`src/rtl/shift_led_pkg.sv`:
```
// ---------------------------------------------------------------------------
// shift_led_pkg : mode encoding, bounce direction and counter sizing helper
// Revision 1.0
// ---------------------------------------------------------------------------
`default_nettype none

package shift_led_pkg;

  localparam logic [2:0] MODE_HOLD   = 3'd0;
  localparam logic [2:0] MODE_SHL    = 3'd1;
  localparam logic [2:0] MODE_SHR    = 3'd2;
  localparam logic [2:0] MODE_ROTL   = 3'd3;
  localparam logic [2:0] MODE_ROTR   = 3'd4;
  localparam logic [2:0] MODE_LOAD   = 3'd5;
  localparam logic [2:0] MODE_BOUNCE = 3'd6;

  typedef enum logic {
    DIR_UP   = 1'b0,
    DIR_DOWN = 1'b1
  } dir_e;

  function automatic int clog2(input int unsigned value);
    int          r;
    int unsigned v;
    r = 0;
    v = (value > 0) ? value - 1 : 0;
    while (v > 0) begin
      r = r + 1;
      v = v >> 1;
    end
    return r;
  endfunction

endpackage

`default_nettype wire

```
`src/rtl/tick_gen.sv`:
```
// ---------------------------------------------------------------------------
// tick_gen : clock-enable pulse every DIV enabled cycles, frozen while en=0
// Revision 1.0
// ---------------------------------------------------------------------------
`default_nettype none

module tick_gen
  import shift_led_pkg::*;
#(
  parameter int DIV = 25_000_000
) (
  input  logic CLK,
  input  logic rs,
  input  logic en,
  output logic tick
);

  localparam int            CW   = (clog2(DIV) < 1) ? 1 : clog2(DIV);
  localparam logic [CW-1:0] LAST = CW'(DIV - 1);

  logic [CW-1:0] count_q, count_d;
  // armed_q is high while the counter sits at its last value
  logic          armed_q, armed_d;

  always_comb begin
    count_d = count_q;
    armed_d = armed_q;
    if (en) begin
      count_d = (count_q == LAST) ? '0 : count_q + CW'(1);
      armed_d = (count_d == LAST);
    end
  end

  always_ff @(posedge CLK or posedge rs) begin
    if (rs) begin
      count_q <= '0;
      armed_q <= 1'b0;
    end else begin
      count_q <= count_d;
      armed_q <= armed_d;
    end
  end

  assign tick = armed_q & en;

endmodule

`default_nettype wire

```
`src/rtl/shift_led_ctrl.sv`:
```
// ---------------------------------------------------------------------------
// shift_led_ctrl : tick-paced LED shift / rotate / load / bounce controller
// Revision 1.0
// ---------------------------------------------------------------------------
`default_nettype none

module shift_led_ctrl
  import shift_led_pkg::*;
#(
  parameter int WIDTH = 8,
  parameter int DIV   = 25_000_000
) (
  input  logic             CLK,
  input  logic             rs,
  input  logic             din,
  input  logic             en,
  input  logic [2:0]       mode,
  input  logic [WIDTH-1:0] pdata,
  output logic [WIDTH-1:0] led,
  output logic             tick,
  output logic             dir
);

  logic             tick_w;
  logic             led_onehot;
  logic [WIDTH-1:0] led_q, led_d;
  dir_e             dir_q, dir_d;
  logic [2:0]       last_mode_q, last_mode_d;

  tick_gen #(
    .DIV (DIV)
  ) u_tick_gen (
    .CLK  (CLK),
    .rs   (rs),
    .en   (en),
    .tick (tick_w)
  );

  assign led_onehot = (led_q != '0) && ((led_q & (led_q - WIDTH'(1))) == '0);

  always_comb begin
    led_d       = led_q;
    dir_d       = dir_q;
    last_mode_d = last_mode_q;
    if (tick_w) begin
      last_mode_d = mode;
      case (mode)
        MODE_SHL:  led_d = {led_q[WIDTH-2:0], din};
        MODE_SHR:  led_d = {din, led_q[WIDTH-1:1]};
        MODE_ROTL: led_d = {led_q[WIDTH-2:0], led_q[WIDTH-1]};
        MODE_ROTR: led_d = {led_q[0], led_q[WIDTH-1:1]};
        MODE_LOAD: led_d = pdata;
        MODE_BOUNCE: begin
          // Re-seed whenever bounce was not running or the pattern is corrupt
          if ((last_mode_q != MODE_BOUNCE) || !led_onehot) begin
            led_d = WIDTH'(1);
            dir_d = DIR_UP;
          end else if (dir_q == DIR_UP) begin
            if (led_q[WIDTH-1]) begin
              dir_d = DIR_DOWN;
              led_d = led_q >> 1;
            end else begin
              led_d = led_q << 1;
            end
          end else begin
            if (led_q[0]) begin
              dir_d = DIR_UP;
              led_d = led_q << 1;
            end else begin
              led_d = led_q >> 1;
            end
          end
        end
        default: led_d = led_q;
      endcase
    end
  end

  always_ff @(posedge CLK or posedge rs) begin
    if (rs) begin
      led_q       <= '0;
      dir_q       <= DIR_UP;
      last_mode_q <= MODE_HOLD;
    end else begin
      led_q       <= led_d;
      dir_q       <= dir_d;
      last_mode_q <= last_mode_d;
    end
  end

  assign led  = led_q;
  assign dir  = dir_q;
  assign tick = tick_w;

endmodule

`default_nettype wire

```
`config.mk`:
```
export PLATFORM = sky130hd
export DESIGN_NAME = shift_led_ctrl
export DESIGN_NICKNAME = d
export VERILOG_FILES = /design/src/rtl/shift_led_pkg.sv /design/src/rtl/tick_gen.sv /design/src/rtl/shift_led_ctrl.sv
export SDC_FILE = /design/constraint.sdc
export NUM_CORES = 1
export LEC_CHECK = 0
export ABC_AREA = 1
export CAP_MARGIN = 20
export CORE_MARGIN = 2
export CORE_UTILIZATION = 50
export DETAILED_ROUTE_END_ITERATION = 12
export PLACE_DENSITY = 0.73
export SLEW_MARGIN = 20
export SYNTH_ARGS = -nofsm -noshare
export SYNTH_HDL_FRONTEND = slang
export SYNTH_SLANG_ARGS = --single-unit
```
`constraint.sdc`:
```
create_clock -name CLK -period 1.75 [get_ports CLK]
set_input_delay 0.2625 -clock CLK [delete_from_list [all_inputs] [get_ports CLK]]
set_output_delay 0.2625 -clock CLK [all_outputs]
set_load 0.005 [all_outputs]
```
==> metrics.txt, run 1 <==
antenna diode instance count 0; ports placed on the boundary 25; Post-CTS Hold Fix Bufs 0; num rows 28; commonest cells after routing, fill and taps aside 128 x sky130_fd_sc_hd__nand2_1, 58 x sky130_fd_sc_hd__buf_4, 51 x sky130_fd_sc_hd__nor2_1; die area ~0.0066 sq mm; depth of the CTS H-tree 2; relative slew slack 65.8%; effective utilization at floorplan around 51%; insertion delay to the later sink of the worst-skew pair about 0.3 ns; drt first-iter violations around 320; number of standard cells after synthesis 460; Detailed Route WL slightly above 9000 um; setup repair after global routing missed its margin true; Yosys warnings 0; Final Total Pwr approximately 2900 uW; ratio of routed vias to standard cells roughly 5.5; antenna violations before repair 0; master cell of the clock root buffer sky130_fd_sc_hd__clkbuf_8; CTS tree built; antenna-violating nets left 0; worst slack, placed -0.219 ns; Final Worst Setup Slack between 0.0002 and 0.00025 ns; area of placed instances roughly 0.0037 sq mm; fin crit period between 1.5 and 2 ns; power density of the placed cells around 720 mW/mm^2; Post-Synthesis Mean Instance Area 6.44 sq um; Post-Synthesis Cell Area a little under 0.003 sq mm; Clk pin slew, worst setup/hold paths 0.08 ns; number of global-route vias before repair between 3000 and 4000; portion of the clock cycle consumed by the worst path in the final layout 100%; top fanout value on the critical path 3; #FFs+latches synth 38; kind of critical path flop to flop; type of the tightest min-delay check input port to async pin; pins over their slew limit 0; number of nets in the layout between 500 and 600; mean routed wirelength per cell 14.6 um; arrival time of the worst setup path 1.98 ns; TritonCTS Buffers 5; vias post-DR 3389; worst setup skew after layout 0.00852 ns; final setup violation count 0; GRT Residual Overflow 0; crit start category flop; First-pass DRT Iterations 5; Max rail drop VDD ~740 uV; share of post-route cells with drive strength above 1 a little under a quarter; max-capacitance violation count 0; sequential element share of the synthesized area between 30 and 40%; worst-case clock buffer depth 2; pin count of the biggest net entering global routing 39; result of the run finished clean; Total GRT Usage between 20% and 30%; Sink Count 38; first-pass GRT wire length 14600 um; pin slew with the least headroom to its limit roughly 0.5 ns; port buffer count 24; nature of the critical path endpoint flop; DRC violations left 0; Final HPWL DP between 6000 and 7000 um; leakage component of the power 0.00179 uW; final estimated routing congestion in global placement between 0.9 and 1; synthesized netlist net count between 400 and 500; commonest non-fill, non-tap cell in the layout sky130_fd_sc_hd__nand2_1; Worst Path Required around 2.0 ns; Cell variety after synth 37; final number of hold-violating endpoints 0; peak clock frequency supported by timing 0.571 GHz; Die H between 80 and 90 um; post-route design area around 0.0040 sq mm; Core ar. between 0.005 and 0.006 sq mm; P&R area growth vs syn 33.9%; horizontal die dimension roughly 80 um
[metrics by stage]
| step | hold WS [ns] | std cells | setup TNS, ns | util, % |
|---|---|---|---|---|
| after CTS | 0.403 | 620 | 0 | 67.0 |
| final | 0.393 | 621 | 0 | 68.2 |
| after detailed placement | 0.477 | 611 | -1.41 | 63.5 |
| after floorplan | 0.449 | 460 | 0 | - |
| after global routing | 0.455 | 621 | -0.429 | 68.2 |
| after global placement | 0.469 | 611 | -0.969 | 63.5 |
[state kept, by name, summed over array words and instances, names as in the netlist]
name and count:
dir 1, last_mode_q 3, led 8, u_tick_gen.armed_q 1
u_tick_gen.count_q 25
[routing by layer]
metal / routed length, um / track usage, %
met5: 0 / 0
met4: 80 / 8.14
met3: 602 / 4.44
met2: 3780 / 41.2
met1: 4610 / 45.3
[synth_stat cells]
| master | count | area share [%] |
|---|---|---|
| sky130_fd_sc_hd__a21oi_1 | 18 | 3.0 |
| sky130_fd_sc_hd__dfrtp_1 | 38 | 32 |
| sky130_fd_sc_hd__o21ai_0 | 40 | 6.8 |
| sky130_fd_sc_hd__nand4_1 | 9 | 1.9 |
| sky130_fd_sc_hd__buf_2 | 1 | 0.17 |
| sky130_fd_sc_hd__nor3_1 | 1 | 0.17 |
| sky130_fd_sc_hd__o211ai_1 | 5 | 1.3 |
| sky130_fd_sc_hd__nand3_2 | 3 | 1.0 |
| sky130_fd_sc_hd__nor2_2 | 7 | 1.5 |
| sky130_fd_sc_hd__nand2_2 | 8 | 1.7 |
| sky130_fd_sc_hd__a22oi_1 | 1 | 0.25 |
| sky130_fd_sc_hd__inv_1 | 52 | 6.6 |
| sky130_fd_sc_hd__o22ai_1 | 6 | 1.3 |
| sky130_fd_sc_hd__nand3b_1 | 2 | 0.51 |
| sky130_fd_sc_hd__ha_1 | 1 | 0.42 |
| sky130_fd_sc_hd__o221ai_1 | 1 | 0.30 |
| sky130_fd_sc_hd__nor2_4 | 4 | 1.5 |
| sky130_fd_sc_hd__nand2_1 | 130 | 16 |
| sky130_fd_sc_hd__o21ai_2 | 1 | 0.30 |
| sky130_fd_sc_hd__buf_6 | 2 | 0.76 |
| sky130_fd_sc_hd__o21bai_1 | 2 | 0.51 |
| sky130_fd_sc_hd__nor3_4 | 1 | 0.55 |
| sky130_fd_sc_hd__xnor2_1 | 1 | 0.30 |
| sky130_fd_sc_hd__buf_1 | 1 | 0.13 |
| sky130_fd_sc_hd__a31oi_1 | 2 | 0.42 |
| sky130_fd_sc_hd__a221oi_1 | 1 | 0.30 |
| sky130_fd_sc_hd__or2_2 | 1 | 0.21 |
| sky130_fd_sc_hd__clkbuf_1 | 2 | 0.25 |
| sky130_fd_sc_hd__o31ai_1 | 1 | 0.25 |
| sky130_fd_sc_hd__nor3_2 | 2 | 0.68 |
| sky130_fd_sc_hd__nor2_1 | 57 | 7.2 |
| sky130_fd_sc_hd__inv_2 | 6 | 0.76 |
| sky130_fd_sc_hd__xor2_1 | 9 | 2.7 |
| sky130_fd_sc_hd__a21oi_2 | 2 | 0.59 |
| sky130_fd_sc_hd__nand3_1 | 33 | 5.6 |
| sky130_fd_sc_hd__o21ai_1 | 8 | 1.4 |
| sky130_fd_sc_hd__o2111ai_1 | 1 | 0.30 |
[final timing paths]
kind	startpoint	to	slack, ns	cells past startpoint
hold / removal	rs	u_tick_gen.count_q[1]	0.39	3
max in group asynchronous	rs	u_tick_gen.count_q[10]	0.97	3
setup / recovery	u_tick_gen.count_q[1]	u_tick_gen.armed_q	0.0002	12
hold reg to reg	last_mode_q[2]	last_mode_q[2]	0.49	2
setup reg to reg	u_tick_gen.count_q[1]	u_tick_gen.armed_q	0.0002	12
min in group CLK	last_mode_q[2]	last_mode_q[2]	0.49	2
[cell families after synthesis]
group,share of synthesized area [%]
AO/OA/AOI/OAI,16.9
XOR/XNOR,2.96
adder cells (fa/ha/maj),0.422
buffers and inverters,8.66
flip-flops,32.1
AND/OR/NAND/NOR,39.0
[critical path: stages (launching register included)]
cell and delay, ns:
sky130_fd_sc_hd__dfrtp_1 0.37, sky130_fd_sc_hd__ha_2 0.22, sky130_fd_sc_hd__nand3_4 0.11, sky130_fd_sc_hd__nor2_4 0.12, sky130_fd_sc_hd__inv_2 0.04, sky130_fd_sc_hd__buf_4 0.12
sky130_fd_sc_hd__o21bai_1 0.12, sky130_fd_sc_hd__nand2_1 0.09, sky130_fd_sc_hd__nor2_2 0.15, sky130_fd_sc_hd__nand3_1 0.09, sky130_fd_sc_hd__nor2_1 0.10, sky130_fd_sc_hd__nand3_1 0.09
sky130_fd_sc_hd__nand2_1 0.07
[area by class of cell]
type / count / area, sq um
Multi-Input combinational cell: 358 / 1850
Fill cell: 511 / 1850
Sequential cell: 38 / 956
Timing Repair Buffer: 84 / 707
Inverter: 58 / 218
Tap cell: 75 / 93.8
Clock buffer: 6 / 82.6
Clock inverter: 2 / 60.1
[where the power goes]
part | total, uW | switching, uW | leakage (uW) | internal, uW
combinational | 785 | 429 | 0.00125 | 356
clock | 935 | 327 | 0.0000714 | 608
sequential | 1150 | 153 | 0.000469 | 998
total | 2870 | 909 | 0.00179 | 1960
[repair_timing]
action | 4_1_cts | 5_1_grt
resized for setup | 11 | 18
endpoints found under the setup margin | 3 | 12
pin swaps | 4 | 2
setup buffers | 1 | 1
(Power assumes the default switching activity.)
==> run 2: changes to the inputs <==
--- a/config.mk
+++ b/config.mk
@@ -7,10 +7,10 @@
 export LEC_CHECK = 0
 export ABC_AREA = 1
 export CAP_MARGIN = 20
-export CORE_MARGIN = 2
 export CORE_UTILIZATION = 50
 export DETAILED_ROUTE_END_ITERATION = 12
 export PLACE_DENSITY = 0.73
+export SETUP_SLACK_MARGIN = 0.3
 export SLEW_MARGIN = 20
 export SYNTH_ARGS = -nofsm -noshare
 export SYNTH_HDL_FRONTEND = slang
==> run 2 against run 1 <==
Net effect:
- final area rose by 11%
- clock power fell by 34%
- clock-buffer cell count stayed put
- non-clock buffer count increased by 24
- via count grew 7.7%
- setup slack gained 0.039 ns
- die area fell by 4.9%
- critical path depth did not move
- global-route usage increased by 3.3 points
- largest cell class unchanged
- critical endpoint unchanged
- flip-flop and latch count did not move
==> metrics.txt, run 2 (same netlist as run 1, synthesis figures left out) <==
Die H 79.0 um (-2.5%); Largest register FFs 25 (unchanged); pins over their slew limit 0 (unchanged); master cell of the clock root buffer sky130_fd_sc_hd__clkbuf_8; register bank with the most flops u_tick_gen.count_q; antenna violations before repair 0 (unchanged); Total GRT Usage 32.4% (+3.3 points); TritonCTS Buffers 5 (unchanged); result of the run finished clean; P&R area growth vs syn 48.1%; portion of the clock cycle consumed by the worst path in the final layout 97.8% (-2.2 points); kind of critical path flop to flop; final number of hold-violating endpoints 0 (unchanged); Clk pin slew, worst setup/hold paths 0.08 ns (about the same); worst setup skew after layout 0.0131 ns (+0.00458 ns); Worst Path Required 1.97 ns (about the same); die area 0.00624 sq mm (-4.9%); peak clock frequency supported by timing 0.584 GHz (+2.3%); arrival time of the worst setup path 1.93 ns (-0.05 ns); share of post-route cells with drive strength above 1 38.7% (+16 points); core occupancy in the finished layout 78.2% (+10 points); CTS tree built; pin count of the biggest net entering global routing 39 (unchanged); nature of the critical path endpoint flop; number of nets in the layout 585 (+4.3%); relative slew slack 66.0% (+0.14 points); num rows 27 (-3.6%); depth of the CTS H-tree 2 (unchanged); port buffer count 24 (unchanged); effective utilization at floorplan 52.8% (+1.9 points); number of fill cells in the layout 417 (-18%); antenna-violating nets left 0 (unchanged); drt first-iter violations 385 (+22%); horizontal die dimension 79.0 um (-2.5%); insertion delay to the later sink of the worst-skew pair 0.29 ns (about the same); crit start category flop; first-pass GRT wire length 15700 um (+7.9%); Final Worst Setup Slack 0.0391 ns (+0.0389 ns); commonest non-fill, non-tap cell in the layout sky130_fd_sc_hd__nand2_1; final estimated routing congestion in global placement 0.993 (+0.37%); max-capacitance violation count 0 (unchanged); non-filler instance count after layout 640 (+3.1%); Total Negative Setup Slacks 0 ns (unchanged); top fanout value on the critical path 4 (+1); power density of the placed cells 632 mW/mm^2 (-13%); worst slack, placed -0.190 ns (+0.0286 ns); Post-CTS Hold Fix Bufs 0 (unchanged); Detailed Route WL 10300 um (+13%); ratio of routed vias to standard cells 5.70 (+4.5%); Max rail drop VDD 822 uV (+11%); GRT Residual Overflow 0 (unchanged); antenna diode instance count 0 (unchanged); commonest cells after routing, fill and taps aside 111 x sky130_fd_sc_hd__nand2_1, 71 x sky130_fd_sc_hd__buf_4, 43 x sky130_fd_sc_hd__inv_1; number of global-route vias before repair 3340 (+9.4%); pin slew with the least headroom to its limit 0.511 ns (-0.00206 ns); vias post-DR 3649 (+7.7%); mean routed wirelength per cell 16.0 um (+9.8%); fin crit period 1.71 ns (-0.0389 ns); Sink Count 38 (unchanged); leakage component of the power 0.00195 uW (+9.0%); combined area of the multi-input logic cells 0.00211 sq mm (+14%); final setup violation count 0 (unchanged); Final HPWL DP 7130 um (+2.0%); Core ar. 0.00561 sq mm (-3.6%); DRC violations left 0 (unchanged); worst-case clock buffer depth 2 (unchanged); Cell Count Post-Placement 607 (-0.65%); First-pass DRT Iterations 5 (unchanged); setup repair after global routing missed its margin true; area occupied by registers 970 sq um (+1.4%); ports placed on the boundary 25 (unchanged); type of the tightest min-delay check input port to async pin
[run 2: changes by cell type in the layout (fill, tap and decap cells not counted), moves of 11 or more]
cell / change
sky130_fd_sc_hd__nand2_2: +12
sky130_fd_sc_hd__clkdlybuf4s50_1: -11
sky130_fd_sc_hd__dfrtp_2: +11
sky130_fd_sc_hd__dlygate4sd2_1: +11
sky130_fd_sc_hd__buf_4: +13
sky130_fd_sc_hd__o21ai_0: -12
sky130_fd_sc_hd__buf_6: +12
sky130_fd_sc_hd__o21ai_2: +11
sky130_fd_sc_hd__nand2_1: -17
sky130_fd_sc_hd__nor2_1: -20
sky130_fd_sc_hd__dfrtp_1: -11
[run 2: final timing paths]
check	cells past startpoint	slack (ns)	endpoint	startpoint
worst max-delay path	12	0.04	u_tick_gen.armed_q	u_tick_gen.count_q[13]
worst min-delay path	3	0.40	u_tick_gen.count_q[17]	rs
worst max register to register	12	0.04	u_tick_gen.armed_q	u_tick_gen.count_q[13]
worst min register to register	2	0.50	last_mode_q[0]	last_mode_q[0]
max in group asynchronous	3	0.97	u_tick_gen.count_q[15]	rs
min in group CLK	2	0.50	last_mode_q[0]	last_mode_q[0]
[run 2: critical path: stages, from the launching register on]
cell                      delay, ns
sky130_fd_sc_hd__dfrtp_1       0.42
sky130_fd_sc_hd__nand2_2       0.13
sky130_fd_sc_hd__nor2_2        0.22
sky130_fd_sc_hd__nand2_2       0.10
sky130_fd_sc_hd__nor2_2        0.14
sky130_fd_sc_hd__nand2_1       0.07
sky130_fd_sc_hd__nand2_1       0.08
sky130_fd_sc_hd__nand2_2       0.06
sky130_fd_sc_hd__nor2_2        0.08
sky130_fd_sc_hd__nand3_1       0.09
sky130_fd_sc_hd__nor2_1        0.11
sky130_fd_sc_hd__nand3_1       0.07
sky130_fd_sc_hd__nand2_1       0.07
[run 2: layer usage]
metal	track usage [%]	part of all wire (%)	routed length, um	vias up
li1	-	-	-	1721
met1	46.8	43	4440	1683
met2	50.0	45	4650	209
met3	5.40	8.6	882	36
met4	8.18	2.9	297	0
met5	0	0	0	-
[run 2: through the flow]
stage | instance area, sq um | hold WS [ns] | total power (uW)
6_report | 4390 | 0.401 | 2770
5_1_grt | 4390 | 0.451 | 2910
4_1_cts | 4040 | 0.413 | 2620
3_5_place_dp | 3710 | 0.492 | 1950
3_3_place_gp | 3710 | 0.472 | 1930
2_1_floorplan | 2990 | 0.449 | 1590
[run 2: area by class of cell]
type,instances,share of cell area (%)
multi-input combinational,358,48.2
sequential,38,22.1
timing repair buffer,108,20.6
inverter,58,5.13
tap,72,2.05
clock buffer,6,1.88
[run 2: where the power goes]
| group | total, uW | switching (uW) | leakage [uW] | internal [uW] |
|---|---|---|---|---|
| sequential | 1170 | 172 | 0.000457 | 1000 |
| combinational | 984 | 518 | 0.00145 | 466 |
| clock | 616 | 311 | 0.0000431 | 305 |
| total | 2770 | 1000 | 0.00195 | 1770 |
[run 2: repair_timing]
| item | in CTS | in global routing |
|---|---|---|
| resized for setup | 57 | 91 |
| cloned | 0 | 0 |
| buffers inserted | 17 | 10 |
| hold endpoints to repair | 0 | 0 |
| pin swaps | 18 | 28 |
| setup endpoints to repair | 34 | 32 |
==> run 3: changes to the inputs <==
--- a/config.mk
+++ b/config.mk
@@ -15,3 +15,4 @@
 export SYNTH_ARGS = -nofsm -noshare
 export SYNTH_HDL_FRONTEND = slang
 export SYNTH_SLANG_ARGS = --single-unit
+export TNS_END_PERCENT = 1
==> run 3 against run 2 <==
Net effect:
- the run now ends with setup timing left
- via count down 1.2%
- cell count down 0.94%
- core utilization shrank 3.5 points
- largest cell class unchanged
- first-iteration DRC count grew 31%
- setup slack got worse by 0.12 ns
- critical path depth rose by 1
- clock skew increased by 0.0042 ns
==> metrics.txt, run 3 (same netlist as run 1, synthesis figures left out) <==
drt first-iter violations 505 (+31%); die area 0.00624 sq mm (unchanged); Final HPWL DP 7070 um (-0.87%); max-capacitance violation count 0 (unchanged); number of global-route vias before repair 3315 (-0.75%); mean routed wirelength per cell 15.8 um (-1.3%); Total Negative Setup Slacks -0.0783 ns (-0.0783 ns); power density of the placed cells 642 mW/mm^2 (+1.5%); worst-case clock buffer depth 2 (unchanged); commonest cells after routing, fill and taps aside 120 x sky130_fd_sc_hd__nand2_1, 73 x sky130_fd_sc_hd__buf_4, 47 x sky130_fd_sc_hd__inv_1; DRC violations left 0 (unchanged); share of post-route cells with drive strength above 1 31.0% (-7.8 points); crit start category flop; register bank with the most flops u_tick_gen.count_q; Post-CTS Hold Fix Bufs 0 (unchanged); Levels on crit path 13 (+1); kind of critical path flop to flop; core occupancy in the finished layout 74.8% (-3.5 points); port buffer count 24 (unchanged); antenna violations before repair 0 (unchanged); cell chain of the critical path nand2_2 -> nor2_2 -> nand2_4 -> buf_4 -> inv_1 -> nand2_1 -> nand2_1 -> nand2_2 -> nor2_1 -> nand3_1 -> nor2_1 -> nand3_1 -> nand2_1; pin count of the biggest net entering global routing 39 (unchanged); final setup violation count 1 (+1); worst setup skew after layout 0.0173 ns (+0.00422 ns); depth of the CTS H-tree 2 (unchanged); Final Total Pwr 2690 uW (-2.9%); insertion delay to the later sink of the worst-skew pair 0.30 ns (about the same); cell with the largest stage delay on the worst path sky130_fd_sc_hd__dfrtp_1; final number of hold-violating endpoints 0 (unchanged); antenna-violating nets left 0 (unchanged); portion of the clock cycle consumed by the worst path in the final layout 104% (+6.7 points); Total GRT Usage 33.1% (+0.71 points); Largest register FFs 25 (unchanged); effective utilization at floorplan 52.8% (unchanged); result of the run complete, but fails checks; leakage component of the power 0.00195 uW (-0.14%); Detailed Route WL 10000 um (-2.2%); number of nets in the layout 578 (-1.2%); Max rail drop VDD 680 uV (-17%); Clk pin slew, worst setup/hold paths 0.08 ns (about the same); most used cell along the critical path sky130_fd_sc_hd__nand2_1; number of fill cells in the layout 440 (+5.5%); horizontal die dimension 79.0 um (unchanged); peak clock frequency supported by timing 0.547 GHz (-6.4%); kind of cell adding the most delay to the critical path simple AND/OR/NAND/NOR gates; Sink Count 38 (unchanged); commonest non-fill, non-tap cell in the layout sky130_fd_sc_hd__nand2_1; fin crit period 1.83 ns (+0.117 ns); master cell of the clock root buffer sky130_fd_sc_hd__clkbuf_8; critical path buffer and inverter count 2 (+2); arrival time of the worst setup path 2.08 ns (+0.15 ns); relative slew slack 67.0% (+1.1 points); TritonCTS Buffers 5 (unchanged); type of the tightest min-delay check input port to async pin; ratio of routed vias to standard cells 5.68 (-0.30%); antenna diode instance count 0 (unchanged); nature of the critical path endpoint flop; number of cells traversed by the worst register-to-register path 13 (+1); first-pass GRT wire length 16100 um (+2.4%); pin slew with the least headroom to its limit 0.495 ns (-0.0160 ns); post-route design area 0.00419 sq mm (-4.4%); ports placed on the boundary 25 (unchanged); top fanout value on the critical path 4 (unchanged); CTS tree built; violated checks setup timing; vias post-DR 3604 (-1.2%); final estimated routing congestion in global placement 0.956 (-3.7%); pins over their slew limit 0 (unchanged); minimum hold slack 0.391 ns (-0.00976 ns); setup repair after global routing missed its margin true; First-pass DRT Iterations 6 (+1); P&R area growth vs syn 41.6%; Core ar. 0.00561 sq mm (unchanged); area of placed instances 0.00375 sq mm (+1.2%); Die H 79.0 um (unchanged); Final Worst Setup Slack -0.0783 ns (-0.117 ns); num rows 27 (unchanged); Worst Path Required 2.00 ns (+0.03 ns); GRT Residual Overflow 0 (unchanged); Worst path max stage delay 0.39 ns (-0.03 ns)
## run 3: worst register-to-register path, delay by kind of cell (launching register included)
kind / cells / cell delay, ns
buffers and inverters: 2 / 0.21
AND/OR/NAND/NOR: 11 / 1.18
flip-flops: 1 / 0.39
## run 3: what timing repair did
item	in CTS	in global routing
resized for setup	30	52
endpoints found under the setup margin	37	40
setup buffers	9	4
pin swaps	11	23
gates cloned	1	0
hold endpoints to repair	0	0
## run 3: final timing paths
kind,to,slack [ns],startpoint
setup / recovery,u_tick_gen.armed_q,-0.08,u_tick_gen.count_q[4]
hold / removal,u_tick_gen.count_q[13],0.39,rs
setup reg to reg,u_tick_gen.armed_q,-0.08,u_tick_gen.count_q[4]
hold reg to reg,last_mode_q[2],0.50,last_mode_q[2]
max in group asynchronous,led[0],0.98,rs
min in group CLK,last_mode_q[2],0.50,last_mode_q[2]
## run 3: area by class of cell
class	count	area [sq um]	area share [%]
timing repair buffer	100	833	19.9
tap	72	90.1	2.15
clock buffer	7	76.3	1.82
multi-input combinational	359	2010	47.9
inverter	58	223	5.31
sequential	38	962	22.9
## run 3: metrics by stage
stage | instances | worst slack (ns)
after floorplan | 460 | 0.201
after global placement | 613 | -0.132
after detailed placement | 613 | -0.142
after CTS | 630 | 0.0944
after global routing | 634 | -0.172
final | 634 | -0.0783
## run 3: where the power goes
group / total, uW / leakage (uW) / internal (uW) / switching (uW)
combinational: 940 / 0.00145 / 440 / 501
clock: 592 / 0.0000383 / 275 / 317
sequential: 1160 / 0.000465 / 1000 / 159
## run 3: routing by layer
metal  global-route usage, %  vias up  routed length (um)
met2                    49.7      219                4470
met3                    7.59       29                 999
met5                       0        -                   0
li1                        -     1711                   -
met1                    49.0     1645                4380
met4                    5.27        0                 189
